==> src/rtl/oka_16bit_seq_ctrl_if.sv <==
// ----------------------------------------------------------------------------
// oka_16bit_seq_ctrl_if
//   Operand and result stream signals for the 16-bit sequenced OKA multiplier.
//   There are two valid/ready channels:
//     - in  : operand pair in_a/in_b goes from the source into the controller.
//     - out : the 31-bit product out_y goes from the controller to the sink.
//   Modports:
//     master : the source/sink side (the environment around the controller).
//     slave  : the controller side.
// ----------------------------------------------------------------------------
interface oka_16bit_seq_ctrl_if;
  logic        in_valid;
  logic        in_ready;
  logic [15:0] in_a;
  logic [15:0] in_b;
  logic        out_valid;
  logic        out_ready;
  logic [30:0] out_y;

  modport master (
    output in_valid, in_a, in_b, out_ready,
    input  in_ready, out_valid, out_y
  );

  modport slave (
    input  in_valid, in_a, in_b, out_ready,
    output in_ready, out_valid, out_y
  );
endinterface

==> src/rtl/oka_16bit_seq_ctrl.sv <==
// ----------------------------------------------------------------------------
// oka_16bit_seq_ctrl
//   Computes a 16x16 GF(2) polynomial product (31-bit result). It shares one
//   external 8-bit multiplier across the three Karatsuba sub-products, one
//   after another:
//     z0 = al*bl, z2 = ah*bh, z1 = (al^ah)*(bl^bh)
//     y  = z0 ^ ((z0^z1^z2) << 8) ^ (z2 << 16)
// Parameters:
//   MUL_LAT      : latency of the shared multiplier in cycles (0..3).
//                  0 means the multiplier is combinational.
//   OP_COUNT_RST : value loaded into op_count on reset. Leave it at 0 for
//                  normal use. A non-zero value is a bring-up aid for
//                  exercising the counter wrap.
// Ports:
//   clk, rst     : clock; synchronous active-high reset.
//   bus          : in/out valid-ready streams (slave view).
//   mul_a, mul_b : operands to the shared 8-bit multiplier. They are held
//                  stable for a whole phase.
//   mul_y        : multiplier product, valid MUL_LAT cycles after mul_a/mul_b.
//   busy         : high whenever the controller is not idle.
//   op_count     : number of completed output handshakes; wraps silently.
// ----------------------------------------------------------------------------
module oka_16bit_seq_ctrl #(
  parameter int unsigned MUL_LAT      = 0,
  parameter logic [15:0] OP_COUNT_RST = 16'h0000
) (
  input  logic                  clk,
  input  logic                  rst,
  oka_16bit_seq_ctrl_if.slave   bus,
  output logic [7:0]            mul_a,
  output logic [7:0]            mul_b,
  input  logic [14:0]           mul_y,
  output logic                  busy,
  output logic [15:0]           op_count
);

  typedef enum logic [2:0] {
    S_IDLE,
    S_LO,
    S_HI,
    S_MID,
    S_DONE
  } state_t;

  localparam logic [1:0] PHASE_LAST = 2'(MUL_LAT);

  state_t      state_q, state_nxt;
  logic [1:0]  phase_q;
  logic [15:0] a_q, b_q;
  logic [14:0] z0_q, z2_q;
  logic [30:0] out_y_q;
  logic [15:0] op_count_q;

  logic        in_ready;
  logic        out_valid;
  logic        phase_last;
  logic        accept;
  logic        emit;
  logic [14:0] z_mid;

  // Every sub-product phase lasts MUL_LAT+1 cycles. The product is taken in
  // the final cycle of the phase.
  assign phase_last = (phase_q == PHASE_LAST);
  assign accept     = bus.in_valid && in_ready;
  assign emit       = out_valid && bus.out_ready;

  // In the last MID cycle, mul_y is z1 itself. The result is therefore formed
  // straight from it, so z1 needs no register of its own.
  assign z_mid = z0_q ^ mul_y ^ z2_q;

  // State register and datapath.
  always_ff @(posedge clk) begin
    // NOTE: the reset clears every register, including the operand and
    // partial-product registers, so no stale data survives an aborted op.
    if (rst) begin
      state_q    <= S_IDLE;
      phase_q    <= '0;
      a_q        <= '0;
      b_q        <= '0;
      z0_q       <= '0;
      z2_q       <= '0;
      out_y_q    <= '0;
      op_count_q <= OP_COUNT_RST;
    end else begin
      // NOTE: non-blocking assignments let every register update from the
      // values of the same cycle, whatever order the statements are in.
      state_q <= state_nxt;

      if ((state_q == S_LO || state_q == S_HI || state_q == S_MID) && !phase_last)
        phase_q <= phase_q + 2'd1;
      else
        phase_q <= '0;

      if (accept) begin
        a_q <= bus.in_a;
        b_q <= bus.in_b;
      end

      if (phase_last) begin
        case (state_q)
          S_LO:  z0_q <= mul_y;
          S_HI:  z2_q <= mul_y;
          S_MID: out_y_q <= {16'd0, z0_q} ^ {8'd0, z_mid, 8'd0} ^ {z2_q, 16'd0};
          default: ;
        endcase
      end

      if (emit)
        op_count_q <= op_count_q + 16'd1;
    end
  end

  // Next-state logic.
  always_comb begin
    // NOTE: a default first assignment gives every path a value, so no latch
    // is inferred.
    state_nxt = state_q;
    case (state_q)
      S_IDLE: if (bus.in_valid)      state_nxt = S_LO;
      S_LO:   if (phase_last)        state_nxt = S_HI;
      S_HI:   if (phase_last)        state_nxt = S_MID;
      S_MID:  if (phase_last)        state_nxt = S_DONE;
      S_DONE: if (bus.out_ready)     state_nxt = bus.in_valid ? S_LO : S_IDLE;
      default:                       state_nxt = S_IDLE;
    endcase
  end

  // Outputs decoded from state. The operand registers do not change during an
  // op, so mul_a/mul_b stay constant for the whole phase.
  always_comb begin
    in_ready  = 1'b0;
    out_valid = 1'b0;
    mul_a     = '0;
    mul_b     = '0;
    case (state_q)
      S_IDLE: in_ready = 1'b1;
      S_LO: begin
        mul_a = a_q[7:0];
        mul_b = b_q[7:0];
      end
      S_HI: begin
        mul_a = a_q[15:8];
        mul_b = b_q[15:8];
      end
      S_MID: begin
        mul_a = a_q[7:0] ^ a_q[15:8];
        mul_b = b_q[7:0] ^ b_q[15:8];
      end
      S_DONE: begin
        out_valid = 1'b1;
        // A new op may be accepted only in the same cycle the result leaves.
        in_ready  = bus.out_ready;
      end
      default: ;
    endcase
  end

  assign busy          = (state_q != S_IDLE);
  assign op_count      = op_count_q;
  assign bus.in_ready  = in_ready;
  assign bus.out_valid = out_valid;
  assign bus.out_y     = out_y_q;

endmodule

==> src/flat_wrapper.sv <==
// flat-port wrapper written by rule: the top's interface ports become plain ports
module oka_16bit_seq_ctrl_flat 
#(
  parameter int unsigned MUL_LAT      = 0,
  parameter logic [15:0] OP_COUNT_RST = 16'h0000
)
  (clk, rst, mul_a, mul_b, mul_y, busy, op_count, bus_in_valid, bus_in_a, bus_in_b, bus_out_ready, bus_in_ready, bus_out_valid, bus_out_y);
  oka_16bit_seq_ctrl_if bus_i ();
  input  logic clk;
  input  logic rst;
  output logic [7:0] mul_a;
  output logic [7:0] mul_b;
  input  logic [14:0] mul_y;
  output logic busy;
  output logic [15:0] op_count;
  input wire logic [$bits(bus_i.in_valid)-1:0] bus_in_valid;
  input wire logic [$bits(bus_i.in_a)-1:0] bus_in_a;
  input wire logic [$bits(bus_i.in_b)-1:0] bus_in_b;
  input wire logic [$bits(bus_i.out_ready)-1:0] bus_out_ready;
  output wire logic [$bits(bus_i.in_ready)-1:0] bus_in_ready;
  output wire logic [$bits(bus_i.out_valid)-1:0] bus_out_valid;
  output wire logic [$bits(bus_i.out_y)-1:0] bus_out_y;
  assign bus_i.in_valid = bus_in_valid;
  assign bus_i.in_a = bus_in_a;
  assign bus_i.in_b = bus_in_b;
  assign bus_i.out_ready = bus_out_ready;
  assign bus_in_ready = bus_i.in_ready;
  assign bus_out_valid = bus_i.out_valid;
  assign bus_out_y = bus_i.out_y;
  oka_16bit_seq_ctrl #(.MUL_LAT(MUL_LAT), .OP_COUNT_RST(OP_COUNT_RST)) u_core (.clk(clk), .rst(rst), .bus(bus_i), .mul_a(mul_a), .mul_b(mul_b), .mul_y(mul_y), .busy(busy), .op_count(op_count));
endmodule
==> config.mk <==
export PLATFORM = sky130hd
export DESIGN_NAME = oka_16bit_seq_ctrl_flat
export DESIGN_NICKNAME = d
export VERILOG_FILES = /design/src/rtl/oka_16bit_seq_ctrl_if.sv /design/src/rtl/oka_16bit_seq_ctrl.sv /design/src/flat_wrapper.sv
export SDC_FILE = /design/constraint.sdc
export NUM_CORES = 1
export LEC_CHECK = 0
export ABC_AREA = 0
export CAP_MARGIN = 20
export CORE_MARGIN = 4
export CORE_UTILIZATION = 50
export DETAILED_ROUTE_END_ITERATION = 12
export PLACE_DENSITY = 0.8
export SYNTH_ARGS = -nofsm -noshare
export SYNTH_HDL_FRONTEND = slang
export SYNTH_SLANG_ARGS = --single-unit
==> constraint.sdc <==
create_clock -name clk -period 2.1 [get_ports clk]
set_input_delay 0.63 -clock clk [delete_from_list [all_inputs] [get_ports clk]]
set_output_delay 0.63 -clock clk [all_outputs]
set_load 0.005 [all_outputs]
==> results of run 1 <==
## timing repair
item | 4_1_cts | 5_1_grt
setup buffers | 15 | 2
gates cloned | 2 | 0
gates resized for setup | 127 | 32
endpoints found under the setup margin | 24 | 24
pin swaps | 23 | 28
## flip-flops by register name (all words and copies together) (netlist names)
| register | count |
|---|---|
| u_core.bus.out_y | 31 |
| u_core.a_q | 16 |
| u_core.b_q | 16 |
| u_core.op_count | 16 |
| u_core.z0_q | 15 |
| u_core.z2_q | 15 |
| u_core.state_q | 3 |
| u_core.phase_q | 2 |
## worst max-delay path, delay by kind of cell, from the launching register on
kind	cells	cell delay (ns)
AND/OR/NAND/NOR	2	0.17
XOR/XNOR	1	0.13
flip-flops	1	0.37
buffers and inverters	4	0.50
## stage by stage
stage | instances | instance area, um^2 | utilization [%] | hold WS [ns] | power [mW]
floorplan | 581 | 4860 | - | 0.391 | 2.96
global placement | 809 | 6230 | 66.4 | 0.398 | 3.32
detailed placement | 809 | 6230 | 66.4 | 0.413 | 3.34
CTS | 858 | 7080 | 75.6 | 0.420 | 6.33
global route | 859 | 7200 | 76.9 | 0.457 | 6.61
finish | 859 | 7200 | 76.9 | 0.443 | 6.40
## final cells by class
| class | instances | area, um^2 |
|---|---|---|
| clock buffers | 19 | 432 |
| clock inverters | 13 | 160 |
| fillers | 630 | 2170 |
| inverters | 5 | 18.8 |
| multi-input cells | 424 | 2630 |
| flip-flops and latches | 114 | 2300 |
| well taps | 129 | 161 |
| repair buffers | 155 | 1500 |
## synth_stat cells (all sizes together)
master,n
buf,15
nand4,5
nand2,133
and4bb,1
and3,4
nor2b,1
o21ai,5
nand2b,2
and4,1
dfxtp,114
nor2,77
nand3,9
or4,2
and2,3
o32a,1
nor3,2
a211oi,14
a21oi,54
or3,7
o22a,1
clkbuf,23
ha,2
o31ai,1
inv,5
nor3b,1
nand3b,1
xor2,9
mux2i,34
xnor2,54
## cells in the final DEF, fill, tap and decap left out, drive strengths merged, types with 3 or more instances in the layout
cell	count
o21ai	5
clkbuf	19
nand3	9
nand4	5
a211oi	14
and2	3
bufinv	3
a21oi	54
clkinvlp	5
nand2	133
xnor2	54
clkinv	4
mux2i	34
nor2	77
xor2	9
inv	6
or3	7
and3	4
buf	59
dfxtp	114
clkdlybuf4s50	95
## final timing paths
path	from	end	slack, ns	depth (start not counted)
worst max-delay path	u_core.state_q[1]	mul_b[2]	-0.23	7
worst min-delay path	u_core.phase_q[0]	u_core.phase_q[0]	0.44	1
worst max register to register	u_core.state_q[0]	u_core.z0_q[11]	0.18	7
worst min register to register	u_core.phase_q[0]	u_core.phase_q[0]	0.44	1
## logic make-up after synthesis
logic type / share of synthesized area, %
fa+ha+maj: 0.515
simple gates: 21.6
buf+inv: 3.78
flops: 47.0
xor+xnor: 11.4
compound gates: 8.78
mux: 7.00
## per-layer routing
layer / routed length, um / vias to the layer above
li1: - / 2185
met1: 5670 / 2193
met2: 7460 / 188
met3: 854 / 48
met4: 542 / 0
met5: 0 / -
## power breakdown
part / switching [mW] / internal [mW] / total [mW]
Clock: 1.03 / 1.83 / 2.86
Sequential: 0.110 / 2.29 / 2.40
Combinational: 0.554 / 0.584 / 1.14
==> out/qor.yml, run 1 <==
timing:
  hold_viol_final: 0
  slew_headroom_pct: 53.8
  timing.final.crit_share_pct: 111
  slew_violations: 0
  rsz0062_at_grt: "true"
  finalSetupViolCount: 18
  clock.fmax_mhz: 430
  setup_tns_ns: -1.99
  timing.final.ws_setup_ns: -0.226
  period_minus_slack_ns: 2.33
  finClkSkew_ns: 0.00743
  worst_slew_pin_slew_ns: 0.691
synth:
  synth.avg_cell_area_um2: 8.36
  synthCells: 581
  synth_top_cell_area_share_pct: 47.0
  synth_area_leaders: "dfxtp_1 47%, nand2_1 10%, xnor2_1 9.7%, mux2i_1 7.0%, nor2_1 5.9%"
  synth_seq_cells: 114
  synth_top_area_cell: "dfxtp_1"
  ys_warn_count: 0
  syn_nets: 634
  yosysUniqueCellTypes: 36
  synth_area_mm2: 0.00486
  seq_area_frac_synth_pct: 47.0
pwr:
  power_density_mw_per_mm2: 889
  p_leak_nw: 2.97
  ir_drop_mv: 0.597
placed_design:
  dpl.hpwl_um: 8340
  post-place-ws_ns: -0.418
  place_congestion: 0.804
  port_buffers: 116
global_route:
  globalRouteMet3Util_pct: 6.62
  grt_pass1_vias: 4519
  grt_pass1_wl_um: 21900
  antenna_found_initial: 0
  grtUsageMet2_pct: 41.4
  globalRouteOverflowTotal: 0
  busiest_layer: "met2"
  grtUsageTotal_pct: 24.0
  grt_util_met1_pct: 27.8
  grt_max_degree: 49
floorplan:
  initial_core_util_pct: 51.9
  io_pins: 117
  core_mm2: 0.00937
  fp.dieH_um: 107
  die_w_um: 107
  die_area_mm2: 0.0114
  row_count: 35
drt:
  routed_wl_um: 14500
  drt_first_pass_iters: 5
  ant_nets: 0
  avgViaCountPerCell: 5.37
  vias: 4614
  drt_iter0_markers: 252
  drc: 0
  wl_per_cell_um: 16.9
final_layout:
  syn_to_final_growth_pct: 48.2
  drive_above_1_share_pct: 19.7
  layout.nets: 770
  diodes: 0
setup_path:
  cp_slowest_cell: "dfxtp_4"
  critPathArrivalTime_ns: 1.70
  required_ns: 1.47
  cp_max_fo: 7
  cp-start-kind: "flop"
  worstSetupEndpointType: "output pin"
  worstSetupPathType: "flop to output pin"
  cp_cell_sequence: "buf_6, buf_12, buf_4, nand2_4, xnor2_2, nor2_1, buf_2"
  max_stage_delay_ns: 0.37
clocking:
  clk_pin_slew_ns: 0.06
  cts_max_path_buffers: 2
  cts_hold_buf: 0
  cts_tree: "done"
  clkLatencyLatePin_ns: 0.52
  h-tree-depth: 4
  cts_buffers: 17
  root_buffer: "clkbuf_8"
  clkSinkCount: 114
outcome:
  status: "finished, violations left"
  violations: "setup timing"
worst_hold_path:
  hold_class: "flop to flop"
flow_run:
  cap_violations: 0
No activity file was read; power rests on OpenSTA's default activity.
==> inputs of run 2 (changes only) <==
CORE_MARGIN = not set   (was 4)
==> run 2 against run 1 <==
Compared with the run above: the run still ends with setup timing left; first-iteration DRC count is 38% lower; final cell count shrank 1.3%; setup slack better by 0.12 ns; clock power shrank 5%; critical path type unchanged; largest cell class unchanged; largest power group unchanged; highest routed layer unchanged.
==> out/qor.yml, run 2 (synthesized netlist as in run 1, its figures left out) <==
outcome:
  status: "finished, violations left"
  violations: "setup timing"
placed_design:
  place_congestion: 0.818
  dp.cells: 811
  port_buffers: 116
  dpl.hpwl_um: 8290
  post-place-ws_ns: -0.410
timing:
  rsz0062_at_grt: "true"
  clock.fmax_mhz: 453
  timing.final.crit_share_pct: 105
  setup_tns_ns: -0.607
  finalSetupViolCount: 14
  period_minus_slack_ns: 2.21
  slew_violations: 0
  slew_headroom_pct: 53.4
  finClkSkew_ns: 0.00895
  hold_viol_final: 0
  worst_slew_pin_slew_ns: 0.697
  timing.final.ws_setup_ns: -0.108
floorplan:
  row_count: 35
  io_pins: 117
  fp.dieH_um: 101
  die_area_mm2: 0.0101
  die_w_um: 101
  initial_core_util_pct: 52.1
  core_mm2: 0.00933
clocking:
  clkSinkCount: 114
  h-tree-depth: 4
  clkLatencyLatePin_ns: 0.51
  cts_max_path_buffers: 2
  cts_tree: "done"
  cts_buffers: 17
  clk_pin_slew_ns: 0.05
  root_buffer: "clkbuf_8"
final_layout:
  layout_common_cells: "120 x nand2_1, 103 x dfxtp_1, 95 x clkdlybuf4s50_1"
  drive_above_1_share_pct: 16.8
  diodes: 0
  fin_cells: 848
  largest_reg_flops: 31
  syn_to_final_growth_pct: 43.8
  final_common_cell: "nand2_1"
  layout.nets: 761
global_route:
  grt_pass1_wl_um: 20400
  grt_pass1_vias: 4317
  antenna_found_initial: 0
  grt_max_degree: 51
  grtUsageTotal_pct: 26.2
  globalRouteOverflowTotal: 0
drt:
  drt_iter0_markers: 156
  drt_first_pass_iters: 5
  avgViaCountPerCell: 5.15
  wl_per_cell_um: 15.1
  drc: 0
  vias: 4370
  ant_nets: 0
  routed_wl_um: 12800
setup_path:
  cp.buffers_inverters: 3
  worstSetupPathType: "flop to output pin"
  max_stage_delay_ns: 0.36
  critPathArrivalTime_ns: 1.58
  worst-path-stages: 4
  cp_top_family: "buffers and inverters"
  cp_cell_sequence: "buf_12, buf_8, or3_4, buf_6"
  cp_max_fo: 6
  required_ns: 1.47
  cp-start-kind: "flop"
  worstSetupEndpointType: "output pin"
  cp_slowest_cell: "dfxtp_4"
  reg2reg_depth: 6
flow_run:
  cap_violations: 0
pwr:
  p_leak_nw: 2.80
  power_density_mw_per_mm2: 878
  finalPower_mw: 6.14
  ir_drop_mv: 0.579
worst_hold_path:
  hold_class: "flop to flop"
  hold-path-cell-count: 1
==> run 2: layout make-up <==
cell class	count	area [um^2]
well taps	129	161
clock buffers	21	459
flip-flops and latches	114	2300
multi-input cells	424	2560
clock inverters	9	108
repair buffers	146	1390
fillers	669	2340
inverters	5	18.8
==> run 2: layer usage <==
| layer | routed length, um | GRT usage [%] | vias up |
|---|---|---|---|
| met5 | 0 | 0 | - |
| met4 | 252 | 10.5 | 0 |
| met3 | 615 | 6.31 | 25 |
| met2 | 6700 | 46.6 | 134 |
| met1 | 5260 | 30.2 | 2043 |
| li1 | - | - | 2168 |
==> run 2: power breakdown <==
part,total [mW],internal [mW],switching [mW]
clock network,2.72,1.76,0.962
logic,1.02,0.524,0.494
registers,2.40,2.30,0.103
==> run 2: final timing paths <==
| check | startpoint | to | slack (ns) |
|---|---|---|---|
| setup / recovery | u_core.state_q[1] | busy | -0.11 |
| hold reg to reg | u_core.phase_q[0] | u_core.phase_q[0] | 0.41 |
| setup reg to reg | u_core.state_q[0] | u_core.z0_q[1] | 0.26 |
| hold / removal | u_core.phase_q[0] | u_core.phase_q[0] | 0.41 |
==> run 2: stage by stage <==
step | hold WS [ns] | util (%) | instance area [um^2]
global placement | 0.399 | 67.1 | 6250
CTS | 0.411 | 73.8 | 6880
global route | 0.440 | 74.9 | 6990
detailed placement | 0.404 | 67.1 | 6250
floorplan | 0.391 | - | 4860
finish | 0.410 | 74.9 | 6990
==> run 2: timing repair <==
item                       4_1_cts  5_1_grt
pin swaps                       27       22
resized for setup              106       28
hold buffers                     0        0
setup buffers                    7        1
setup endpoints to repair       22       22
==> inputs of run 3 (changes only) <==
CAP_MARGIN = 5   (was 20)
MAX_ROUTING_LAYER = met4   (was not set)
==> run 3 against run 2 <==
Compared with the run above: the run still ends with setup timing left; die area unchanged; final cell count unchanged; first-iteration DRC count rose by 3.2%; cell area unchanged; sequential power about the same; global-route usage is 0.83 points higher; setup slack worse by 0.0057 ns; highest routed layer unchanged; non-clock buffer count unchanged; combinational power is essentially flat; register-to-register slack about the same; utilization is the same; clock-buffer cell count unchanged.
==> out/qor.yml, run 3 (synthesized netlist as in run 1, its figures left out) <==
timing:
  rsz0062_at_grt: "true"
  timing.final.crit_share_pct: 105
  period_minus_slack_ns: 2.21
  timing.final.ws_setup_ns: -0.113
  hold_viol_final: 0
  clock.fmax_mhz: 452
  slew_violations: 0
  worst_slew_pin_slew_ns: 0.695
  slew_headroom_pct: 53.5
  finClkSkew_ns: 0.0137
  finalSetupViolCount: 15
  whs_ns: 0.412
outcome:
  status: "finished, violations left"
  violations: "setup timing"
global_route:
  grt_pass1_wl_um: 20500
  grtUsageTotal_pct: 27.0
  grt_max_degree: 51
  grt_pass1_vias: 4311
  antenna_found_initial: 0
  globalRouteOverflowTotal: 0
final_layout:
  syn_to_final_growth_pct: 43.8
  layout_common_cells: "120 x nand2_1, 103 x dfxtp_1, 95 x clkdlybuf4s50_1"
  fillCellCount: 669
  layout.nets: 761
  ff_latch_area_mm2: 0.00230
  final_common_cell: "nand2_1"
  drive_above_1_share_pct: 16.8
  multi_input_area_mm2: 0.00256
  diodes: 0
  largest_reg_flops: 31
  post-route-util_pct: 74.9
pwr:
  finalPower_mw: 6.14
  power_density_mw_per_mm2: 879
  p_leak_nw: 2.80
  ir_drop_mv: 0.582
clocking:
  cts_max_path_buffers: 2
  h-tree-depth: 4
  cts_buffers: 17
  cts_tree: "done"
  clkLatencyLatePin_ns: 0.52
  clk_pin_slew_ns: 0.05
  clkSinkCount: 114
  cts_hold_buf: 0
  root_buffer: "clkbuf_8"
drt:
  ant_nets: 0
  avgViaCountPerCell: 5.13
  wl_per_cell_um: 15.2
  drt_first_pass_iters: 4
  drt_iter0_markers: 161
  vias: 4346
  routed_wl_um: 12900
  drc: 0
floorplan:
  die_w_um: 101
  core_mm2: 0.00933
  fp.dieH_um: 101
  row_count: 35
  io_pins: 117
  die_area_mm2: 0.0101
  initial_core_util_pct: 52.1
flow_run:
  cap_violations: 0
setup_path:
  worstSetupEndpointType: "output pin"
  required_ns: 1.47
  critPathArrivalTime_ns: 1.58
  cp_max_fo: 6
  worstSetupPathType: "flop to output pin"
  cp-start-kind: "flop"
  reg2reg_depth: 6
placed_design:
  place_congestion: 0.830
  port_buffers: 116
  dpl.hpwl_um: 8290
worst_hold_path:
  hold_class: "flop to flop"
  hold-path-cell-count: 1
[run 3: cell counts in the layout (fill, tap and decap cells not counted)]
No cell type changed its count.
[run 3: path summary, 6_finish.rpt]
path / from / endpoint / slack, ns
max: u_core.state_q[1] / busy / -0.11
min: u_core.phase_q[0] / u_core.phase_q[0] / 0.41
max reg2reg: u_core.phase_q[0] / u_core.z2_q[3] / 0.26
min reg2reg: u_core.phase_q[0] / u_core.phase_q[0] / 0.41
[run 3: cell type report]
type | instances | area share (%)
Clock inverter | 9 | 1.54
Sequential cell | 114 | 32.9
Clock buffer | 21 | 6.57
Inverter | 5 | 0.268
Timing Repair Buffer | 146 | 19.8
Tap cell | 129 | 2.31
Multi-Input combinational cell | 424 | 36.6
[run 3: layer usage]
| metal | vias up | GRT usage, % | routed length (um) |
|---|---|---|---|
| met5 | - | - | 0 |
| met4 | 0 | 10.5 | 225 |
| met3 | 23 | 6.17 | 558 |
| met2 | 120 | 46.7 | 6730 |
| met1 | 2037 | 30.3 | 5340 |
| li1 | 2166 | - | - |
[run 3: power breakdown]
group	internal, mW	leakage (nW)	switching (mW)
clock network	1.76	0.264	0.965
logic	0.524	1.60	0.494
registers	2.30	0.933	0.104
total	4.58	2.80	1.56
[run 3: worst max-delay path, cell delays in order (launching register included)]
cell and delay [ns]:
dfxtp_4 0.36, buf_12 0.13, buf_8 0.13, or3_4 0.33
buf_6 0.12
[run 3: repair_timing]
item | in CTS | in global routing
gates resized for setup | 106 | 28
endpoints found under the setup margin | 22 | 22
pin swaps | 27 | 22
buffers inserted | 7 | 1
[run 3: metrics by stage]
stage,TNS (ns),setup slack (ns),area [um^2],instances
detailed placement,-0.833,-0.410,6250,811
floorplan,0,0.190,4860,581
global route,-1.60,-0.146,6990,848
CTS,-0.722,-0.143,6880,847
global placement,-0.620,-0.383,6250,811
finish,-0.679,-0.113,6990,848
